**config.mk**
```make
export PLATFORM = sky130hd
export DESIGN_NAME = tx_frame_scheduler
export DESIGN_NICKNAME = d
export VERILOG_FILES = /design/src/rtl/tx_frame_scheduler.sv
export SDC_FILE = /design/constraint.sdc
export NUM_CORES = 1
export LEC_CHECK = 0
export ABC_AREA = 1
export BUFFER_PORTS_ARGS = -buffer_cell sky130_fd_sc_hd__buf_2
export CORE_MARGIN = 2
export CORE_UTILIZATION = 45
export CTS_BUF_LIST = sky130_fd_sc_hd__clkbuf_4
export CTS_CLUSTER_DIAMETER = 30
export DETAILED_ROUTE_END_ITERATION = 10
export GPL_TIMING_DRIVEN = 0
export PLACE_DENSITY = 0.67
export SETUP_SLACK_MARGIN = 0.3
export SYNTH_ARGS = -nofsm -noshare
export SYNTH_HDL_FRONTEND = slang
export SYNTH_SLANG_ARGS = --single-unit
```
**constraint.sdc**
```tcl
create_clock -name Clock -period 4.5 [get_ports Clock]
set_input_delay 0.9 -clock Clock [delete_from_list [all_inputs] [get_ports Clock]]
set_output_delay 0.9 -clock Clock [all_outputs]
set_load 0.02 [all_outputs]
```
**src/rtl/tx_frame_scheduler.sv**
```systemverilog
// Round-robin scheduler sharing one 802.11a transmitter between two bit-serial frame sources.
// Optional per-requester completed-frame counters are enabled with `define FRAME_CNT_EN.
module tx_frame_scheduler #(
    parameter int LEN_W      = 12,
    parameter int GAP_CYCLES = 16
) (
    input  logic             Clock,
    input  logic             Reset,
    input  logic             Req0,
    input  logic [LEN_W-1:0] Len0,
    input  logic             Data0,
    output logic             Grant0,
    output logic             Ready0,
    input  logic             Req1,
    input  logic [LEN_W-1:0] Len1,
    input  logic             Data1,
    output logic             Grant1,
    output logic             Ready1,
    output logic             TxStart,
    output logic             TxInput,
    output logic             Busy,
`ifdef FRAME_CNT_EN
    output logic [15:0]      FrameCnt0,
    output logic [15:0]      FrameCnt1,
`endif
    output logic             LenErr
);

    // The gap counter loads max(GAP_CYCLES,1)-1 and counts down to zero.
    localparam int GAP_W = (GAP_CYCLES > 2) ? $clog2(GAP_CYCLES) : 1;
    localparam logic [GAP_W-1:0] GAP_LOAD = (GAP_CYCLES > 1) ? GAP_W'(GAP_CYCLES - 1) : '0;
    localparam logic [GAP_W-1:0] GAP_ONE  = GAP_W'(1);
    localparam logic [LEN_W-1:0] LEN_ONE  = LEN_W'(1);

    typedef enum logic [1:0] {
        S_IDLE   = 2'd0,
        S_START  = 2'd1,
        S_STREAM = 2'd2,
        S_GAP    = 2'd3
    } state_t;

    state_t           state, state_nxt;
    logic [LEN_W-1:0] bit_cnt, bit_cnt_nxt;
    logic [GAP_W-1:0] gap_cnt, gap_cnt_nxt;
    logic             ptr, ptr_nxt;
    logic             gsel, gsel_nxt;
    logic             grant0_q, grant0_nxt;
    logic             grant1_q, grant1_nxt;
    logic             tx_start_q, tx_start_nxt;
    logic             len_err_q, len_err_nxt;
    logic             pick;
    logic [LEN_W-1:0] pick_len;

    always_ff @(posedge Clock) begin
        if (Reset) begin
            state      <= S_IDLE;
            bit_cnt    <= '0;
            gap_cnt    <= '0;
            ptr        <= 1'b0;
            gsel       <= 1'b0;
            grant0_q   <= 1'b0;
            grant1_q   <= 1'b0;
            tx_start_q <= 1'b0;
            len_err_q  <= 1'b0;
        end else begin
            state      <= state_nxt;
            bit_cnt    <= bit_cnt_nxt;
            gap_cnt    <= gap_cnt_nxt;
            ptr        <= ptr_nxt;
            gsel       <= gsel_nxt;
            grant0_q   <= grant0_nxt;
            grant1_q   <= grant1_nxt;
            tx_start_q <= tx_start_nxt;
            len_err_q  <= len_err_nxt;
        end
    end

    always_comb begin
        state_nxt    = state;
        bit_cnt_nxt  = bit_cnt;
        gap_cnt_nxt  = gap_cnt;
        ptr_nxt      = ptr;
        gsel_nxt     = gsel;
        grant0_nxt   = 1'b0;
        grant1_nxt   = 1'b0;
        tx_start_nxt = 1'b0;
        len_err_nxt  = 1'b0;
        pick         = 1'b0;
        pick_len     = '0;
        case (state)
            S_IDLE: begin
                if (Req0 || Req1) begin
                    pick        = (Req0 && Req1) ? ptr : Req1;
                    pick_len    = pick ? Len1 : Len0;
                    gsel_nxt    = pick;
                    ptr_nxt     = ~pick;
                    bit_cnt_nxt = pick_len;
                    grant0_nxt  = ~pick;
                    grant1_nxt  = pick;
                    if (pick_len != '0) begin
                        state_nxt    = S_START;
                        tx_start_nxt = 1'b1;
                    end else begin
                        // Zero-length grant skips the transmitter entirely.
                        state_nxt   = S_GAP;
                        len_err_nxt = 1'b1;
                        gap_cnt_nxt = GAP_LOAD;
                    end
                end
            end
            S_START: state_nxt = S_STREAM;
            S_STREAM: begin
                bit_cnt_nxt = bit_cnt - LEN_ONE;
                if (bit_cnt == LEN_ONE) begin
                    state_nxt   = S_GAP;
                    gap_cnt_nxt = GAP_LOAD;
                end
            end
            S_GAP: begin
                if (gap_cnt == '0) state_nxt = S_IDLE;
                else gap_cnt_nxt = gap_cnt - GAP_ONE;
            end
            default: state_nxt = S_IDLE;
        endcase
    end

`ifdef FRAME_CNT_EN
    logic frame_done;
    assign frame_done = (state == S_STREAM) && (bit_cnt == LEN_ONE);

    always_ff @(posedge Clock) begin
        if (Reset) begin
            FrameCnt0 <= 16'd0;
            FrameCnt1 <= 16'd0;
        end else if (frame_done) begin
            if (gsel) FrameCnt1 <= FrameCnt1 + 16'd1;
            else      FrameCnt0 <= FrameCnt0 + 16'd1;
        end
    end
`endif

    assign Grant0  = grant0_q;
    assign Grant1  = grant1_q;
    assign TxStart = tx_start_q;
    assign LenErr  = len_err_q;
    assign Busy    = (state != S_IDLE);
    assign Ready0  = (state == S_STREAM) && !gsel;
    assign Ready1  = (state == S_STREAM) && gsel;
    assign TxInput = (state == S_STREAM) && (gsel ? Data1 : Data0);

endmodule

```
## Word-level counts from Yosys, hierarchy flattened

Cells that the tools add are included.

- Equality and inequality tests: 9
- Add/subtract/negate cells: 2
- Muxes and demuxes: 17
- Reduce and logical (&&, ||, !) cells: 17
- Bitwise operators: 3

Operators by type and width:

| kind | number |
|---|---|
| 2-to-1 mux 12 bit | 2 |
| case mux 12 bit (2 select lines) | 1 |
| 2-to-1 mux 4 bit | 4 |
| == test 12 x 1 -> 1 bit (second input constant) | 1 |
| case mux 4 bit (3 select lines) | 1 |
| nonzero test 12 bit | 1 |
| subtractor 12 x 1 -> 12 bit (second input constant) | 1 |
| inequality test 2 bit (second input constant) | 5 |
| 2-to-1 mux 2 bit | 4 |
| case mux 2 bit (4 select lines) | 1 |
| AND reduction 5 bit | 1 |
| == test 2 bit (second input constant) | 2 |
| logical AND 1 bit | 4 |
| logical NOT 4 bit | 1 |
| 2-to-1 mux 1 bit | 4 |
| AND reduction 2 bit | 2 |
| nonzero test 2 bit | 2 |
| subtractor 4 x 1 -> 4 bit (second input constant) | 1 |
| NOT 1 bit | 3 |
| AND reduction 3 bit | 1 |
| nonzero test 3 bit | 1 |
| OR reduction 3 bit | 1 |
| == test 2 x 1 -> 1 bit (second input constant) | 1 |
| logical NOT 2 bit | 1 |
| other kinds (2) | 2 |

- Word-level logic and storage cells: 57
- Input port bits: 30
- Bits in registers: 24

## Logic depth before layout (Yosys ltp)

- Depth after elaboration: 7
- Mapped depth: 14
- Mapped depth without buffers: 13

## Worst setup path before layout

Ideal clock, no wire load.

- Path kind: reg-to-output
- From: register state[0]
- To: output port TxInput
- Cell stages (with the launch flop): 8
- Arrival: 1728 ps
- Setup slack: 1872 ps
- Path buffers: 2
- Data required time: 3600 ps
- Cell sequence: dfxtp_1 inv_1 ha_1 clkbuf_1 inv_2 clkbuf_1 nor2_1 a22o_1

- Longest elaborated chain between the ends: 2

RTL lines:

| what | RTL line | text |
|---|---|---|
| start, declared | 42 | `state_t state, state_nxt;` |
| start signal, assigned | 66 | `state <= state_nxt;` |
| == test 2 bit | 149 | `assign TxInput = (state == S_STREAM) && (gsel ? Data1 : Data0);` |
| logical AND 1 bit | 149 |  |
| end, declared | 20 | `output logic TxInput,` |

No other way between the ends.

## Final worst setup path

Same ends and word-level chain as after synthesis.

==> flow_summary.toml <==
[global_routing]
grt_pass1_vias = 1651
met2_usage_pct = 33.9
busiest_layer = "met2"
grtUsageMet3_pct = 2.53
antenna_found_initial = 0
grtUsageMet1_pct = 28.8
gr-total-overflow = 0
grt_max_degree = 15
grtUsageTotal_pct = 20.8
grt_pass1_wl_mm = 7.16

[layout]
synthToLayoutAreaGrowth_pct = 16.9
drive_gt1_share_pct = 21.8
final_cell_mix = "nand2_1 (67), buf_2 (37), inv_1 (34), nor2_1 (27), dfxtp_1 (24)"
antenna_cells = 0
final_area_mm2 = 0.00206
multi_input_area_mm2 = 0.00107
fin_cells = 356
mostFrequentLayoutCell = "nand2_1"
fin_nets = 347
fill_cells = 418
layout.area.seq_um2 = 480

[place]
place_hpwl_mm = 3.33
portBuffers = 37
gp_congestion = 0.854
dp.cells = 352
placed_cell_area_mm2 = 0.00201

[drt]
drtAntennaViolNets = 0
drt_iter0_drc = 106
via_per_inst = 4.92
vias = 1750
routed_wl_mm = 4.14
drc_errors = 0
drt-wirelength-per-cell_um = 11.6
first_pass_iters = 4

[die]
rows = 22
fp.dieW_um = 66.5
io_pins = 38
dieArea_mm2 = 0.00443
core_mm2 = 0.00372
start_util_pct = 47.4
fp.dieH_um = 66.5

[pwr]
switching_share_pct = 48.0
pwr-share-clk_pct = 13.3
switchingPower_w = 0.000588
pwr-share-comb_pct = 57.8
ir_drop_mv = 0.284
p_leak_nw = 1.06
p_int_w = 0.000638
cellPowerDensity_mw_per_mm2 = 596
seq_power_share_pct = 28.8
power_w = 0.00123

[timing]
setup_tns_ns = 0
slew_violations = 0
fin_worst_skew_ns = 0.00247
max_freq_ghz = 0.315
finalHoldViolCount = 0
rsz0062_at_grt = "no"
maxSlewHeadroom_pct = 64.5
worst_pin_slew_ns = 0.532
setup_viol = 0
period_share_pct = 70.5
layout_min_cycle_time_ns = 3.17
whs_ns = 0.481

[clock_tree]
cts_setup_buffers = 0
clkTransAtPathRegs_ns = 0.14
cts_sinks = 24
holdBufCountCts = 0
cts_root_buf = "clkbuf_4"
cts_resized = 0
h-tree-depth = 1
cts_buffer_depth = 2
cts_tree = "yes"
clk_latency_ns = 0.33
cts_inserted_buffers = 3

[yosys]
postSynthCellCount = 267
synth.avg_cell_area_um2 = 6.59
ys_seq_area_share_pct = 27.3
ys_top_cells_by_area = "dfxtp_1 (27%), nand2_1 (14%), inv_1 (7.2%)"
yosysWarnings = 0
ys_ff_latch = 24
syn-cell-area_mm2 = 0.00176
synth_top_cell_by_area = "dfxtp_1"
synth_fp_nets = 305
netlist.area_leader.share_pct = 27.3
ys_types = 34

[worst_setup_path]
critPathCaptureType = "output port"
crit_cells = 8
reg2reg_setup_slack_ns = 2.45
path_buf_inv = 5
worst-r2r-cell-count = 8
required_ns = 3.60
rr_endpoint = "bit_cnt[3]"
crit_type = "flop to output port"
crit_slowest_cell = "clkbuf_1"
critPathTopFamily = "buffers and inverters"
timing.critical_path.fanout_max = 10
critPathArrivalTime_ns = 2.27
critical-path-max-stage-delay_ns = 0.40
critical_path.most_common_cell = "clkbuf_1"
r2r-start = "state[0]"
cp_cell_sequence = "inv_1 > ha_1 > clkbuf_1 > inv_2 > clkbuf_1 > nor2_1 > a22o_1 > buf_2"
crit_path_start_kind = "flop"

[hold_path]
whs_path_depth = 2
worstHoldStart = "bit_cnt[9]"
whs_endpoint = "bit_cnt[9]"
min_path_type = "flop to flop"

[status]
outcome = "completed"

[run]
cap_violations = 0
[synth_stat cells (all sizes together)]
cell type  number
o31ai           2
a211oi          1
clkbuf          4
nor3            3
nand3          11
o211ai          2
xor2            1
or2             1
o22ai           1
o21ai          18
a41o            1
nand2          77
a22o            1
nor2           31
nand3b         11
o21bai          1
buf             4
ha              8
nand4           2
clkinv          1
o221a           2
dfxtp          24
a21oi          20
inv            39
xnor2           1
[routing by layer]
| layer | up-vias | routed length [um] |
|---|---|---|
| met1 | 778 | 2020 |
| met5 | - | 0 |
| met3 | 5 | 186 |
| met4 | 0 | 47 |
| li1 | 936 | - |
| met2 | 31 | 1880 |
[cell families after synthesis]
group                      after synthesis  share of synthesized area [%]
buffers and inverters                   48                           11.7
xor gates and xnor gates                 2                          0.995
and+or+nand+nor                        136                           38.2
AOI/OAI and AO/OA                       49                           16.1
adders and majority gates                8                           5.69
DFF                                     24                           27.3
[worst reg2reg max path: cells and delay by family, from the launching register on]
kind | cells | cell delay (ns)
buffers and inverters | 4 | 0.68
DFF | 1 | 0.39
adders and majority gates | 1 | 0.20
AOI/OAI and AO/OA | 3 | 0.66
[per-stage QoR]
step	util (%)	setup WS, ns
floorplan	-	1.87
finish	55.4	1.33
global placement	54.0	1.70
detailed placement	54.0	1.68
global route	55.4	1.13
CTS	55.4	1.28
[sequential cells by signal, indices dropped and copies added, names as in the netlist]
register and cells:
Grant0 1, TxStart 1, Grant1 1, ptr 1, bit_cnt 12, LenErr 1, gsel 1, gap_cnt 4
state 2
[how the worst max path moves through the flow]
| stage | slack, ns | endpoint | from |
|---|---|---|---|
| 2_1_floorplan | 1.87 | TxInput | state[0] |
| 3_3_place_gp | 1.70 | TxInput | state[0] |
| 3_5_place_dp | 1.68 | TxInput | state[0] |
| 4_1_cts | 1.28 | TxInput | state[0] |
| 5_1_grt | 1.13 | TxInput | state[0] |
| 6_report | 1.33 | TxInput | state[0] |
[area by class of cell]
type / count / share of cell area, %
clock inverters: 1 / 1.46
well taps: 48 / 2.92
flip-flops and latches: 24 / 23.3
clock buffers: 3 / 1.09
inverters: 40 / 7.29
multi-input cells: 195 / 52.2
repair buffers: 37 / 9.00
plain buffers: 8 / 2.74
[power groups by stage]
stage	Clock (W)	Combinational [W]	Sequential, W
after floorplan	0	0.000555	0.000349
after global placement	0	0.000700	0.000357
after detailed placement	0	0.000706	0.000359
after CTS	0.000169	0.000710	0.000354
after global routing	0.000175	0.000807	0.000365
final	0.000163	0.000709	0.000353
No activity file was read; power rests on OpenSTA's default activity.
